### src/rtl/agc_envelope_monitor.sv
// rtl/agc_envelope_monitor.sv - peak envelope tracker (attack/hold/decay) with windowed peak, clip count and overload
module agc_envelope_monitor #(
   parameter int WIDTH       = 8,
   parameter int HOLD_CYCLES = 16,
   parameter int DECAY_SHIFT = 4,
   parameter int WINDOW      = 256,
   parameter int CLIP_LEVEL  = 127,
   parameter int CLIP_ALARM  = 4
) (
   input  logic                    clk,
   input  logic                    reset,
   input  logic                    clk_enable,
   input  logic signed [WIDTH-1:0] In1,
   output logic                    ce_out,
   output logic [WIDTH-1:0]        envelope,
   output logic [WIDTH-1:0]        peak_win,
   output logic [7:0]              clip_count,
   output logic                    win_valid,
   output logic                    overload
);

   localparam int CW = (WINDOW > 1) ? $clog2(WINDOW) : 1;
   localparam int HW = $clog2(HOLD_CYCLES + 1);
   localparam logic [WIDTH-1:0] MAG_MAX  = {1'b0, {(WIDTH-1){1'b1}}};
   localparam logic [WIDTH-1:0] MOST_NEG = {1'b1, {(WIDTH-1){1'b0}}};
   localparam logic [CW-1:0]    CNT_LAST = CW'(WINDOW - 1);

   typedef enum logic [1:0] {S_ATTACK, S_HOLD, S_DECAY} state_t;

   state_t           r_state, w_state_nx;
   logic [WIDTH-1:0] r_env, w_env_nx;
   logic [HW-1:0]    r_hold, w_hold_nx;
   logic [CW-1:0]    r_cnt;
   logic [WIDTH-1:0] r_run_max;
   logic [7:0]       r_run_clips;
   logic             r_ce_out;
   logic [WIDTH-1:0] r_peak_win;
   logic [7:0]       r_clip_count;
   logic             r_win_valid;
   logic             r_overload;

   logic [WIDTH-1:0] w_mag, w_step, w_dec, w_dec_env, w_max_now;
   logic             w_clip_now, w_last;
   logic [8:0]       w_clips_sum;
   logic [7:0]       w_clips_sat;

   // -128 has no positive counterpart, so it saturates to the largest magnitude
   always_comb begin
      w_mag = In1;
      if ($unsigned(In1) == MOST_NEG)
         w_mag = MAG_MAX;
      else if (In1[WIDTH-1])
         w_mag = -In1;
   end

   always_comb begin
      w_step = r_env >> DECAY_SHIFT;
      if (w_step == '0)
         w_step = WIDTH'(1);
      w_dec     = r_env - w_step;
      w_dec_env = (w_dec > w_mag) ? w_dec : w_mag;
   end

   always_comb begin
      w_state_nx = r_state;
      w_env_nx   = r_env;
      w_hold_nx  = r_hold;
      if (clk_enable) begin
         if (w_mag == '0 && r_env == '0) begin
            w_state_nx = S_DECAY;
         end else if (w_mag >= r_env) begin
            w_env_nx   = w_mag;
            w_hold_nx  = HW'(HOLD_CYCLES - 1);
            w_state_nx = S_ATTACK;
         end else if (r_state != S_DECAY) begin
            if (r_hold != '0) begin
               w_hold_nx  = r_hold - HW'(1);
               w_state_nx = S_HOLD;
            end else begin
               w_state_nx = S_DECAY;
            end
         end else begin
            w_env_nx = w_dec_env;
         end
      end
   end

   always_comb begin
      w_clip_now  = (w_mag >= WIDTH'(CLIP_LEVEL));
      w_clips_sum = {1'b0, r_run_clips} + 9'(w_clip_now);
      w_clips_sat = w_clips_sum[8] ? 8'hFF : w_clips_sum[7:0];
      w_max_now   = (w_mag > r_run_max) ? w_mag : r_run_max;
      w_last      = (r_cnt == CNT_LAST);
   end

   always_ff @(posedge clk) begin
      if (reset) begin
         r_state      <= S_DECAY;
         r_env        <= '0;
         r_hold       <= '0;
         r_cnt        <= '0;
         r_run_max    <= '0;
         r_run_clips  <= '0;
         r_ce_out     <= 1'b0;
         r_peak_win   <= '0;
         r_clip_count <= '0;
         r_win_valid  <= 1'b0;
         r_overload   <= 1'b0;
      end else begin
         r_state     <= w_state_nx;
         r_env       <= w_env_nx;
         r_hold      <= w_hold_nx;
         r_ce_out    <= clk_enable;
         r_win_valid <= 1'b0;
         if (clk_enable) begin
            r_cnt <= w_last ? '0 : r_cnt + CW'(1);
            // the closing sample belongs to the window it closes
            if (w_last) begin
               r_peak_win   <= w_max_now;
               r_clip_count <= w_clips_sat;
               r_overload   <= (w_clips_sat >= 8'(CLIP_ALARM));
               r_win_valid  <= 1'b1;
               r_run_max    <= '0;
               r_run_clips  <= '0;
            end else begin
               r_run_max    <= w_max_now;
               r_run_clips  <= w_clips_sat;
            end
         end
      end
   end

   assign ce_out     = r_ce_out;
   assign envelope   = r_env;
   assign peak_win   = r_peak_win;
   assign clip_count = r_clip_count;
   assign win_valid  = r_win_valid;
   assign overload   = r_overload;

endmodule

### config.mk
export PLATFORM = sky130hd
export DESIGN_NAME = agc_envelope_monitor
export DESIGN_NICKNAME = d
export VERILOG_FILES = /design/src/rtl/agc_envelope_monitor.sv
export SDC_FILE = /design/constraint.sdc
export NUM_CORES = 1
export LEC_CHECK = 0
export ABC_AREA = 1
export CORE_ASPECT_RATIO = 1.25
export CORE_UTILIZATION = 50
export DETAILED_ROUTE_END_ITERATION = 6
export PLACE_DENSITY = 0.68
export SLEW_MARGIN = 20
export SYNTH_ARGS = -nofsm -noshare
export SYNTH_HDL_FRONTEND = slang
export SYNTH_SLANG_ARGS = --single-unit
### constraint.sdc
create_clock -name clk -period 3.9 [get_ports clk]
set_input_delay 0.78 -clock clk [delete_from_list [all_inputs] [get_ports clk]]
set_output_delay 0.78 -clock clk [all_outputs]
set_load 0.1 [all_outputs]
Word level (Yosys, flattened, before mapping). Cells that the tools add are included.

Logic and storage cells: 59. Register bits after elaboration: 58.

Eq/ne operators: 4. Mux-type cells: 19. Reduce and logical (&&, ||, !) cells: 13. Bitwise logic cells: 2. Add/sub/neg operators: 5. $lt $le $gt $ge: 5.

Operator list (number): $mux W8 (10); $logic_not A8 Y1 (3); $eq A8 B8 Y1 const B (2); $gt A8 B8 Y1 (2); $mux W5 (3); $add A8 B1 Y9 (1); $add A8 B1 Y8 const B (1); $ge A8 B3 Y1 const B (1); $ge A8 B7 Y1 const B (1); $ge A8 B8 Y1 (1); $mux W2 (4); $neg A8 Y8 (1); $sub A8 B8 Y8 (1); $reduce_bool A5 Y1 (1); $sub A5 B1 Y5 const B (1); $mux W4 (1); $ne A2 B2 Y1 const B (2); $reduce_and A2 Y1 (2); $reduce_and A4 Y1 (1); $reduce_bool A2 Y1 (2); $reduce_and A3 Y1 (1); $reduce_bool A3 Y1 (1); $not A1 Y1 (2); $reduce_or A2 Y1 (1); 2 further kinds (2).

Depth between registers and ports, before layout.
Depth in word-level cells: 7. Gate-level depth with buffers: 23.

Least setup slack after synthesis. OpenSTA, ideal clock, no wires.

Path kind: reg-to-reg. From: reg r_env[4], in the netlist envelope[4]. To: reg r_env[3], in the netlist envelope[3]. Setup slack: 0.264 ns. Setup time: 0.115 ns. Clock period less this slack: 3.636 ns. Arrival: 3.521 ns. Stages on the path, launching flop included: 21. Required time: 3.785 ns. Cells stage by stage: dfxtp_1 -> buf_2 -> inv_1 -> nand2_1 -> ha_1 -> inv_1 -> fa_1 -> nand3_1 -> nand2_1 -> o31ai_1 -> nand2_1 -> inv_1 -> ha_1 -> nand2_1 -> nor2_1 -> nand4_1 -> nand2_1 -> nor2_1 -> nor2_1 -> nor3_2 -> nor2_1.

Word-level cells in the longest chain between the ends: 7.

Ends and longest elaborated chain: start: declaration (RTL line 31) `logic [WIDTH-1:0] r_env, w_env_nx;`; start signal: assignment (RTL line 111) `r_env <= w_env_nx;`; $logic_not A8 Y1 (RTL line 58) `if (w_step == '0)`; $mux W4 (RTL line 58); $sub A8 B8 Y8 (RTL line 60) `w_dec = r_env - w_step;`; $gt A8 B8 Y1 (RTL line 61) `w_dec_env = (w_dec > w_mag) ? w_dec : w_mag;`; $mux W8 (RTL line 61); $mux W8 (RTL line 75) `end else if (r_state != S_DECAY) begin`; $mux W8 (RTL line 71) `end else if (w_mag >= r_env) begin`.

Parallel ways exist; a longest one is shown, timed or not. The select of a mux whose other input is x is not followed. A chain may end at the register's enable or synchronous reset.

Worst setup path after layout.
From: in In1[0]. To: reg r_overload, in the netlist overload.

Word-level cells in the longest chain between the ends: 7.

Ends and longest elaborated chain: start: declaration (RTL line 13) `input logic signed [WIDTH-1:0] In1,`; $neg A8 Y8 (RTL line 53) `w_mag = -In1;`; $mux W8 (RTL line 52) `else if (In1[WIDTH-1])`; $mux W8 (*) (RTL line 50) `if ($unsigned(In1) == MOST_NEG)`; $ge A8 B7 Y1 (*) (RTL line 89) `w_clip_now = (w_mag >= WIDTH'(CLIP_LEVEL));`; $add A8 B1 Y9 (*) (RTL line 90) `w_clips_sum = {1'b0, r_run_clips} + 9'(w_clip_now);`; $mux W8 (*) (RTL line 91) `w_clips_sat = w_clips_sum[8] ? 8'hFF : w_clips_sum[7:0];`; $ge A8 B3 Y1 (*) (RTL line 121) `r_overload <= (w_clips_sat >= 8'(CLIP_ALARM));`; end signal: assignment (RTL line 121); end: declaration (RTL line 40) `logic r_overload;`.

Mark *: on every way between the ends. The rest lies on a longest branch, timed or not.

==> metrics.log <==
INFO  metric outcome = complete, no violations
INFO  metric worst-endpoint-arrival = 3820 ps
INFO  metric r2r_setup_slack = 640 ps
INFO  metric top_level_i_o_count = 38
INFO  metric final_hold_viol_count = 0
INFO  metric synth.net_count = 601
INFO  metric route.detailed.wl_per_inst = roughly 13 microns
INFO  metric max_slew_headroom = 35.2%
INFO  metric routabilityCongestion = 0.839
INFO  metric clk_latency = between 300 and 400 ps
INFO  metric regArea = 1160 sq um
INFO  metric number_of_sinks_handled_by_clock_tree_synthesis = 58
INFO  metric dp_hpwl = 7.00 mm
INFO  metric timing.clock.skew = 8.35 ps
INFO  metric layout.cells.most_common_list = sky130_fd_sc_hd__nand2_1 (155), sky130_fd_sc_hd__inv_1 (61), sky130_fd_sc_hd__nor2_1 (59)
INFO  metric setup_viol_count_final = 0
INFO  metric chipWidth = 80.1 microns
INFO  metric grt_start_max_net_pins = 26
INFO  metric critPathMaxFanout = 5
INFO  metric path_delay_family = simple AND/OR/NAND/NOR gates
INFO  metric mappedNetlistArea = 3810 sq um
INFO  metric power_leakage = 2.17 nW
INFO  metric gr-usage-all-layers = roughly 25%
INFO  metric finalInstanceArea = 4570 sq um
INFO  metric rsz0062_at_grt = false
INFO  metric viasPerCell = 5.25
INFO  metric path_cells = clkdlybuf4s50_1, inv_1, ha_1, inv_1, nand2_1, nand2_1, nand2_1, inv_2, nor2_8, inv_1, nand4_1, o21ai_0, ha_1, ha_1, nand3_1, nor2_1, nand3_1, nand2_1, inv_1, nand3_1, nor2_1, nor2_1
INFO  metric insertedDiodeCount = 0
INFO  metric finalCriticalPeriod = 3550 ps
INFO  metric critPathMaxStageDelay = 480 ps
INFO  metric power.ir.vdd_worst = 0.526 mV
INFO  metric wl = approximately 9.3 mm
INFO  metric area_growth_syn_to_layout = 19.9%
INFO  metric maxCapViolations = 0
INFO  metric coreArea = 7360 sq um
INFO  metric max_freq = approximately 280 MHz
INFO  metric hold_path.class = reg2reg
INFO  metric most_common_library_cell_in_the_layout_ignoring_fill_and_taps = sky130_fd_sc_hd__nand2_1
INFO  metric clock_tree.root_cell = sky130_fd_sc_hd__clkbuf_8
INFO  metric fill_cells = 731
INFO  metric multiInputGateArea = approximately 2300 sq um
INFO  metric grt_pass1_vias = 3398
INFO  metric row_count = 35
INFO  metric yosysWarnings = 0
INFO  metric crit_path_start_kind = primary input
INFO  metric power_per_cell_area = 680 nW/um^2
INFO  metric synth_seq_area_share = 30.5%
INFO  metric grt_first_pass_wirelength = 15.5 mm
INFO  metric synthCells = 556
INFO  metric global_route.overflow_total = 0
INFO  metric initial_core_util = 51.8%
INFO  metric cts_resized = 0
INFO  metric fp.dieArea = 7970 sq um
INFO  metric pre_cts_ws = -15.7 ps
INFO  metric postLayoutSetupSlackWorst = 354 ps
INFO  metric fin_crit_sh = 90.9%
INFO  metric syn_avg_cell_area = 6.85 sq um
INFO  metric cts.clk_slew.worst_paths = 70 ps
INFO  metric post-route-util = 62.1%
INFO  metric clk_path_buf_depth = 2
INFO  metric timing_worst_slew_pin_value = 968 ps
INFO  metric final_nets = 650
INFO  metric crit_slowest_cell = sky130_fd_sc_hd__clkdlybuf4s50_1
INFO  metric crit_path_class = in2reg
INFO  metric slew_violations = 0
INFO  metric place.port_buffers = 37
INFO  metric endpoint_kind = register
INFO  metric required = 4170 ps
INFO  metric cts_tree = done
INFO  metric chipHeight = between 90 and 100 microns
INFO  metric dpl_cell_area = 4320 sq um
INFO  metric drive_gt1_share = about a tenth
INFO  metric ctsHoldBuffers = 0
INFO  metric detail_route.first_pass.iterations = 5
INFO  metric yosys_register_bits = 58
INFO  metric ant_nets = 0
INFO  metric htreeDepth = 3
INFO  metric initialDrtViolationCount = 185
INFO  metric cts_buffer_count = 9
INFO  metric synth.distinct_cells = 38
INFO  metric post-cts-setup-buffers = 0
INFO  metric drt_drc_violations_left = 0
INFO  metric vias = 3685
INFO  metric grt_antenna_before_repair = 0
INFO  metric worstPathBufferInverterCount = 6
-- layer usage --
layer	GRT usage, %	routed length (microns)
met5	0	0
met4	12.6	303
met3	2.94	298
met2	43.9	4610
met1	29.2	4080
-- Yosys cell counts --
master,instances,area (sq um)
sky130_fd_sc_hd__buf_2,3,15.0
sky130_fd_sc_hd__nand2_1,155,582
sky130_fd_sc_hd__nand4_1,11,68.8
sky130_fd_sc_hd__ha_1,33,413
sky130_fd_sc_hd__a21boi_0,1,7.51
sky130_fd_sc_hd__dfxtp_1,58,1160
sky130_fd_sc_hd__nor2_2,4,25.0
sky130_fd_sc_hd__o21a_1,2,15.0
sky130_fd_sc_hd__nand2_4,4,45.0
sky130_fd_sc_hd__a22o_1,1,8.76
sky130_fd_sc_hd__fa_1,1,20.0
sky130_fd_sc_hd__inv_2,4,15.0
sky130_fd_sc_hd__inv_4,1,6.26
sky130_fd_sc_hd__buf_6,2,22.5
sky130_fd_sc_hd__nand3_1,43,215
sky130_fd_sc_hd__nor2_8,2,40.0
sky130_fd_sc_hd__inv_1,62,233
sky130_fd_sc_hd__a21o_1,1,7.51
sky130_fd_sc_hd__buf_4,1,7.51
sky130_fd_sc_hd__nand3_4,1,17.5
sky130_fd_sc_hd__o21ai_2,1,8.76
sky130_fd_sc_hd__o21bai_1,2,15.0
sky130_fd_sc_hd__o211a_1,2,20.0
sky130_fd_sc_hd__o31ai_1,2,15.0
sky130_fd_sc_hd__nor2_4,3,33.8
sky130_fd_sc_hd__nor2_1,60,225
sky130_fd_sc_hd__xor2_1,8,70.1
sky130_fd_sc_hd__nor3_2,6,60.1
sky130_fd_sc_hd__o21ai_0,15,75.1
sky130_fd_sc_hd__o2111ai_1,1,8.76
sky130_fd_sc_hd__nor4_1,1,6.26
sky130_fd_sc_hd__xnor2_1,5,43.8
sky130_fd_sc_hd__nor3_1,10,50.1
sky130_fd_sc_hd__clkbuf_1,5,18.8
sky130_fd_sc_hd__o21ai_1,2,10.0
sky130_fd_sc_hd__clkinv_1,3,11.3
sky130_fd_sc_hd__nand3_2,2,20.0
sky130_fd_sc_hd__a21oi_1,38,190
-- state kept, by name, indices dropped and copies added, names as in the netlist --
| name | cells |
|---|---|
| clip_count | 8 |
| r_run_clips | 8 |
| win_valid | 1 |
| envelope | 8 |
| ce_out | 1 |
| r_hold | 5 |
| r_state | 2 |
| peak_win | 8 |
| r_run_max | 8 |
| overload | 1 |
| r_cnt | 8 |
-- cell type report --
| class | count | area share [%] |
|---|---|---|
| tap | 92 | 2.52 |
| multi-input combinational | 417 | 50.9 |
| clock buffer | 9 | 2.71 |
| clock inverter | 7 | 2.55 |
| inverter | 70 | 5.81 |
| timing repair buffer | 49 | 10.1 |
| sequential | 58 | 25.4 |
-- per-stage QoR --
stage,setup TNS [ps],total power [mW],std cells,hold WS [ps]
finish,0,3.11,702,452
global route,0,3.38,702,471
CTS,0,3.11,702,454
detailed placement,-28.5,2.41,686,442
global placement,0,2.38,686,438
floorplan,0,2.05,556,424
-- kinds of logic after synthesis --
| family | share of synthesized area (%) |
|---|---|
| DFF | 30.5 |
| buffers and inverters | 8.64 |
| xor gates and xnor gates | 2.99 |
| adders and majority gates | 11.4 |
| AOI/OAI and AO/OA | 10.0 |
| and+or+nand+nor | 36.5 |
-- tightest hold or removal path, stage by stage (launching register included) --
cell and delay (ps):
sky130_fd_sc_hd__dfxtp_1 310, sky130_fd_sc_hd__nand2_1 60, sky130_fd_sc_hd__nand2_1 40
-- report_power, final --
group	switching [mW]	internal (mW)
logic	1.11	0.579
clock network	0.263	0.424
registers	0.0677	0.661
total	1.44	1.66
-- final timing paths --
| path | start | end | cells after the start |
|---|---|---|---|
| min | peak_win[6] | peak_win[6] | 2 |
| min reg2reg | peak_win[6] | peak_win[6] | 2 |
| max | In1[0] | overload | 22 |
| max reg2reg | envelope[4] | envelope[7] | 21 |
Power figures use the tool's default switching activity.
